$ cat src/rtl/board_io_pkg.sv
// Shared board-I/O types: blink FSM state encoding and timer sizing helper.
package board_io_pkg;

    typedef enum logic [1:0] {
        IDLE = 2'b00,
        ON   = 2'b01,
        GAP  = 2'b10
    } state_e;

    // Bits needed to hold the larger of the two phase lengths.
    function automatic int timer_width(input int on_cycles, input int gap_cycles);
        int m;
        m = (on_cycles > gap_cycles) ? on_cycles : gap_cycles;
        return (m + 1 > 2) ? $clog2(m + 1) : 1;
    endfunction

endpackage

$ cat src/rtl/led_pulse_stretch_if.sv
// Event-in / LED-out bundle for the pulse stretcher.
interface led_pulse_stretch_if #(
    parameter int PEND_W = 3
);
    logic              we;
    logic              clr_ovf;
    logic              led;
    logic              busy;
    logic [PEND_W-1:0] pending;
    logic              ovf;

    modport master (output we, clr_ovf, input led, busy, pending, ovf);
    modport slave  (input we, clr_ovf, output led, busy, pending, ovf);
endinterface

$ cat src/rtl/led_pulse_stretch.sv
// Stretches single-cycle strobes into fixed-length LED blinks separated by a
// dark gap; strobes arriving mid-blink are queued in a saturating counter.
module led_pulse_stretch
    import board_io_pkg::*;
#(
    parameter int ON_CYCLES  = 10_000_000,
    parameter int GAP_CYCLES = 5_000_000,
    parameter int PEND_W     = 3
) (
    input  logic                clk,
    input  logic                rst_n,
    led_pulse_stretch_if.slave  io
);

    localparam int TW = timer_width(ON_CYCLES, GAP_CYCLES);
    localparam logic [TW-1:0]     ON_LD    = TW'(ON_CYCLES - 1);
    localparam logic [TW-1:0]     GAP_LD   = TW'(GAP_CYCLES - 1);
    localparam logic [PEND_W-1:0] PEND_MAX = '1;

    state_e            state;
    logic [TW-1:0]     timer;
    logic              led_q;
    logic [PEND_W-1:0] pend;
    logic              ovf_q;

    logic gap_end, start_we, inc, dec, ovf_set;

    // A strobe that can start a blink itself is never queued.
    always_comb begin
        gap_end  = (state == GAP) && (timer == '0);
        start_we = io.we && ((state == IDLE) || (gap_end && pend == '0));
        inc      = io.we && (state != IDLE) && !start_we;
        dec      = gap_end && (pend != '0);
        ovf_set  = inc && !dec && (pend == PEND_MAX);
    end

    always_ff @(posedge clk or negedge rst_n) begin
        if (!rst_n) begin
            state <= IDLE;
            timer <= '0;
            led_q <= 1'b0;
            pend  <= '0;
            ovf_q <= 1'b0;
        end else begin
            case (state)
                IDLE: begin
                    if (io.we) begin
                        state <= ON;
                        timer <= ON_LD;
                        led_q <= 1'b1;
                    end
                end
                ON: begin
                    if (timer == '0) begin
                        state <= GAP;
                        timer <= GAP_LD;
                        led_q <= 1'b0;
                    end else begin
                        timer <= timer - TW'(1);
                    end
                end
                GAP: begin
                    if (timer == '0) begin
                        if (io.we || pend != '0) begin
                            state <= ON;
                            timer <= ON_LD;
                            led_q <= 1'b1;
                        end else begin
                            state <= IDLE;
                            timer <= '0;
                        end
                    end else begin
                        timer <= timer - TW'(1);
                    end
                end
                default: begin
                    state <= IDLE;
                    timer <= '0;
                    led_q <= 1'b0;
                end
            endcase

            if (inc && !dec && pend != PEND_MAX) pend <= pend + PEND_W'(1);
            else if (dec && !inc)                pend <= pend - PEND_W'(1);

            // Set has priority over a simultaneous clear.
            if (ovf_set)         ovf_q <= 1'b1;
            else if (io.clr_ovf) ovf_q <= 1'b0;
        end
    end

    assign io.led     = led_q;
    assign io.busy    = (state != IDLE);
    assign io.pending = pend;
    assign io.ovf     = ovf_q;

endmodule

$ cat src/flat_wrapper.sv
// flat-port wrapper written by rule: the top's interface ports become plain ports
module led_pulse_stretch_flat import board_io_pkg::*;
#(
    parameter int ON_CYCLES  = 10_000_000,
    parameter int GAP_CYCLES = 5_000_000,
    parameter int PEND_W     = 3
)
  (clk, rst_n, io_we, io_clr_ovf, io_led, io_busy, io_pending, io_ovf);
  led_pulse_stretch_if #(.PEND_W(PEND_W)) io_i ();
  input  logic clk;
  input  logic rst_n;
  input wire logic [$bits(io_i.we)-1:0] io_we;
  input wire logic [$bits(io_i.clr_ovf)-1:0] io_clr_ovf;
  output wire logic [$bits(io_i.led)-1:0] io_led;
  output wire logic [$bits(io_i.busy)-1:0] io_busy;
  output wire logic [$bits(io_i.pending)-1:0] io_pending;
  output wire logic [$bits(io_i.ovf)-1:0] io_ovf;
  assign io_i.we = io_we;
  assign io_i.clr_ovf = io_clr_ovf;
  assign io_led = io_i.led;
  assign io_busy = io_i.busy;
  assign io_pending = io_i.pending;
  assign io_ovf = io_i.ovf;
  led_pulse_stretch #(.ON_CYCLES(ON_CYCLES), .GAP_CYCLES(GAP_CYCLES), .PEND_W(PEND_W)) u_core (.clk(clk), .rst_n(rst_n), .io(io_i));
endmodule
$ cat config.mk
export PLATFORM = sky130hd
export DESIGN_NAME = led_pulse_stretch_flat
export DESIGN_NICKNAME = d
export VERILOG_FILES = /design/src/rtl/board_io_pkg.sv /design/src/rtl/led_pulse_stretch_if.sv /design/src/rtl/led_pulse_stretch.sv /design/src/flat_wrapper.sv
export SDC_FILE = /design/constraint.sdc
export NUM_CORES = 1
export LEC_CHECK = 0
export CORE_MARGIN = 5
export CORE_UTILIZATION = 45
export CTS_CLUSTER_DIAMETER = 80
export CTS_CLUSTER_SIZE = 14
export DETAILED_ROUTE_END_ITERATION = 16
export GPL_TIMING_DRIVEN = 0
export PLACE_DENSITY = 0.74
export SLEW_MARGIN = 15
export SYNTH_ARGS = -nofsm -noshare
export SYNTH_HDL_FRONTEND = slang
export SYNTH_SLANG_ARGS = --single-unit
$ cat constraint.sdc
create_clock -name clk -period 3.4 [get_ports clk]
set_clock_uncertainty 0.2 [all_clocks]
set_input_delay 0.51 -clock clk [delete_from_list [all_inputs] [get_ports clk]]
set_output_delay 0.51 -clock clk [all_outputs]
set_load 0.01 [all_outputs]
==> results.ini <==
[status]
status = finished, final reports clean

[timing]
max_freq_ghz = 0.318
layout_worst_path_cycle_share = 0.925
slew-limit-headroom = 0.538
setup_violations = 0
tightestPinTransition_ns = 0.693
report.final.hold_viol_count = 0
finalCriticalPeriod_ns = 3.14
rsz0062_at_grt = no
slew_violations = 0

[clock_tree]
clkSinkCount = 31
cts_tree = built
h-tree-depth = 2
worstSkewPairLatency_ns = 0.29
hold_buffers = 0
clk_pin_slew_ns = 0.06
root_buffer = clkbuf_8
numCtsBuffers = 5
clockBufferDepth = 2

[critical_path]
critPathCaptureType = flip-flop
crit_required_ns = 3.43
startpoint_type = flip-flop
crit_path_max_fanout = 7
worstSetupPathType = flip-flop to flip-flop
cp.arrival_ns = 3.17

[final_layout]
drive_above_1_share = 0.0996
nNetsFinal = 269
synthToLayoutAreaGrowth_pct = 11.3
num_antenna_cells = 0
postLayoutCoreUtil = 0.512

[floorplanning]
die_h_um = 79.1
core_area_um2 = 4660
initial_core_util = 0.460
row_count = 25
pin_count = 10
die_area_um2 = 6250
die_x_um = 79.1

[global_routing]
gr-usage-all-layers = 0.198
antenna_found_initial = 0
grt_max_degree = 32
grt_pass1_vias = 1989
grt_remaining_overflow = 0
grt_pass1_wl_mm = 9.66

[synthesis]
synthCells = 246
synth_seq_cells = 31
synthTopCellsByArea = dfrtp_1 36%, o21ai_0 4.4%, nor2_1 3.1%, nand3_1 2.8%, nand2_1 2.6%
yosysWarnings = 0
synth_area_um2 = 2150
ys_types = 59
synth_largest_area_cell = dfrtp_1
synth_edf_count = 0
synth_common_cells = 31 x dfrtp_1, 19 x o21ai_0, 18 x nor2_1, 15 x nand2_1, 13 x inv_1
syn_nets = 253
syn_avg_cell_area_um2 = 8.72
synthArstFlopShare = 1.00
synth.top_cell.area_share = 0.362
yosysMostFrequentCell = dfrtp_1
synth_flop_cell = dfrtp_1
ys_seq_area_frac = 0.362

[pwr]
finalPower_mw = 1.32
pwr_density_cell_nw_per_um2 = 551
leakagePower_nw = 0.914
ir_drop_uv = 302

[routing]
dr.pass1.iters = 4
routed_wl_mm = 5.62
ant_nets = 0
drc = 0
vias = 2065
wl_per_cell_um = 17.8
viasPerCell = 6.56
drtIter0Drc = 293

[hold_path]
worstHoldPathType = input pin to async pin

[placement]
dp_hpwl_mm = 4.00
numPortBuffers = 9
gp_congestion = 0.937

[flow_run]
maxCapViolations = 0

[final timing paths]
check | start | to | slack, ns | cells past startpoint
min in group clk | u_core.timer[23] | u_core.timer[23] | 0.33 | 1
worst max register to register | u_core.timer[0] | u_core.io.pending[2] | 0.26 | 13
worst max-delay path | u_core.timer[0] | u_core.io.pending[2] | 0.26 | 13
max in group asynchronous | rst_n | u_core.timer[8] | 2.49 | 1
worst min-delay path | rst_n | u_core.timer[22] | 0.06 | 1
worst min register to register | u_core.timer[23] | u_core.timer[23] | 0.33 | 1
[cells in the final DEF (no fill, tap or decap), types with 3 or more instances in the layout]
| cell | netlist | layout |
|---|---|---|
| nor4_2 | 2 | 3 |
| nor2_1 | 18 | 18 |
| xor2_1 | 3 | 3 |
| nor4_1 | 7 | 6 |
| clkbuf_8 | 0 | 5 |
| nor3_2 | 3 | 3 |
| o22ai_1 | 5 | 5 |
| a2111oi_0 | 3 | 3 |
| a221o_1 | 3 | 3 |
| a21oi_1 | 9 | 8 |
| a221oi_1 | 3 | 3 |
| or4_1 | 3 | 3 |
| a211oi_1 | 4 | 4 |
| o21ai_1 | 4 | 4 |
| nand3_1 | 12 | 12 |
| inv_1 | 13 | 13 |
| clkdlybuf4s50_1 | 0 | 8 |
| nand4_1 | 4 | 4 |
| nand2_1 | 15 | 15 |
| nor3_1 | 11 | 11 |
| xnor2_1 | 3 | 3 |
| clkbuf_1 | 4 | 5 |
| and2_1 | 3 | 3 |
| a211o_1 | 3 | 3 |
| buf_2 | 4 | 5 |
| o21ai_0 | 19 | 19 |
| dfrtp_1 | 31 | 31 |
| buf_4 | 3 | 3 |
| nand2b_1 | 4 | 4 |
| a21o_1 | 5 | 5 |
| and3_1 | 3 | 3 |
| a31oi_1 | 4 | 4 |
[cell type report]
| class | count | area (um2) |
|---|---|---|
| inverters | 14 | 52.6 |
| flip-flops and latches | 31 | 776 |
| repair buffers | 9 | 85.1 |
| clock buffers | 6 | 72.6 |
| plain buffers | 11 | 57.6 |
| well taps | 54 | 67.6 |
| fillers | 438 | 2270 |
| multi-input cells | 190 | 1280 |
[state kept, by name (all words and copies together), names as in the netlist]
signal,count
u_core.io.ovf,1
u_core.timer,24
u_core.io.led,1
u_core.io.pending,3
u_core.state,2
[repair_timing]
item	CTS	global route
setup endpoints to repair	1	1
pin swaps	0	1
gates resized for setup	1	2
setup buffers	0	0
[stage by stage]
stage	cells	setup WS [ns]	cell area (um2)	hold WS (ns)	TNS, ns
2_1_floorplan	246	0.391	2150	0.0144	0
3_3_place_gp	309	0.0161	2300	0.295	0
3_5_place_dp	309	-0.0106	2300	0.307	-0.0106
4_1_cts	315	0.128	2370	0.0898	0
5_1_grt	315	0.0305	2390	0.132	0
6_report	315	0.257	2390	0.0649	0
[logic make-up after synthesis]
kind of cell / count (synthesis) / synth area share
compound gates: 83 / 0.272
xor+xnor: 6 / 0.0245
fa+ha+maj: 3 / 0.0210
buf+inv: 25 / 0.0513
flops: 31 / 0.362
simple gates: 98 / 0.270
[per-layer routing]
metal | vias to the layer above | global-route usage | share of wire
li1 | 976 | - | -
met5 | - | 0 | 0
met4 | 0 | 0.0928 | 0.019
met1 | 1008 | 0.264 | 0.45
met3 | 10 | 0.0420 | 0.057
met2 | 71 | 0.307 | 0.47
[critical path: stages, from the launching register on]
cell and delay [ns]:
dfrtp_1 0.36, inv_1 0.09, ha_1 0.20, nor2b_1 0.17, and3_1 0.19, buf_2 0.18, a21oi_4 0.23, o21ai_1 0.17
nand2b_1 0.22, fa_1 0.43, nor4_2 0.28, nand3_1 0.12, nand3_1 0.09, o211a_1 0.15
[power breakdown]
group          internal [mW]  switching (mW)  total [mW]
combinational          0.222           0.218       0.440
clock                  0.136           0.134       0.270
sequential             0.464           0.144       0.607
Power figures use the tool's default switching activity.
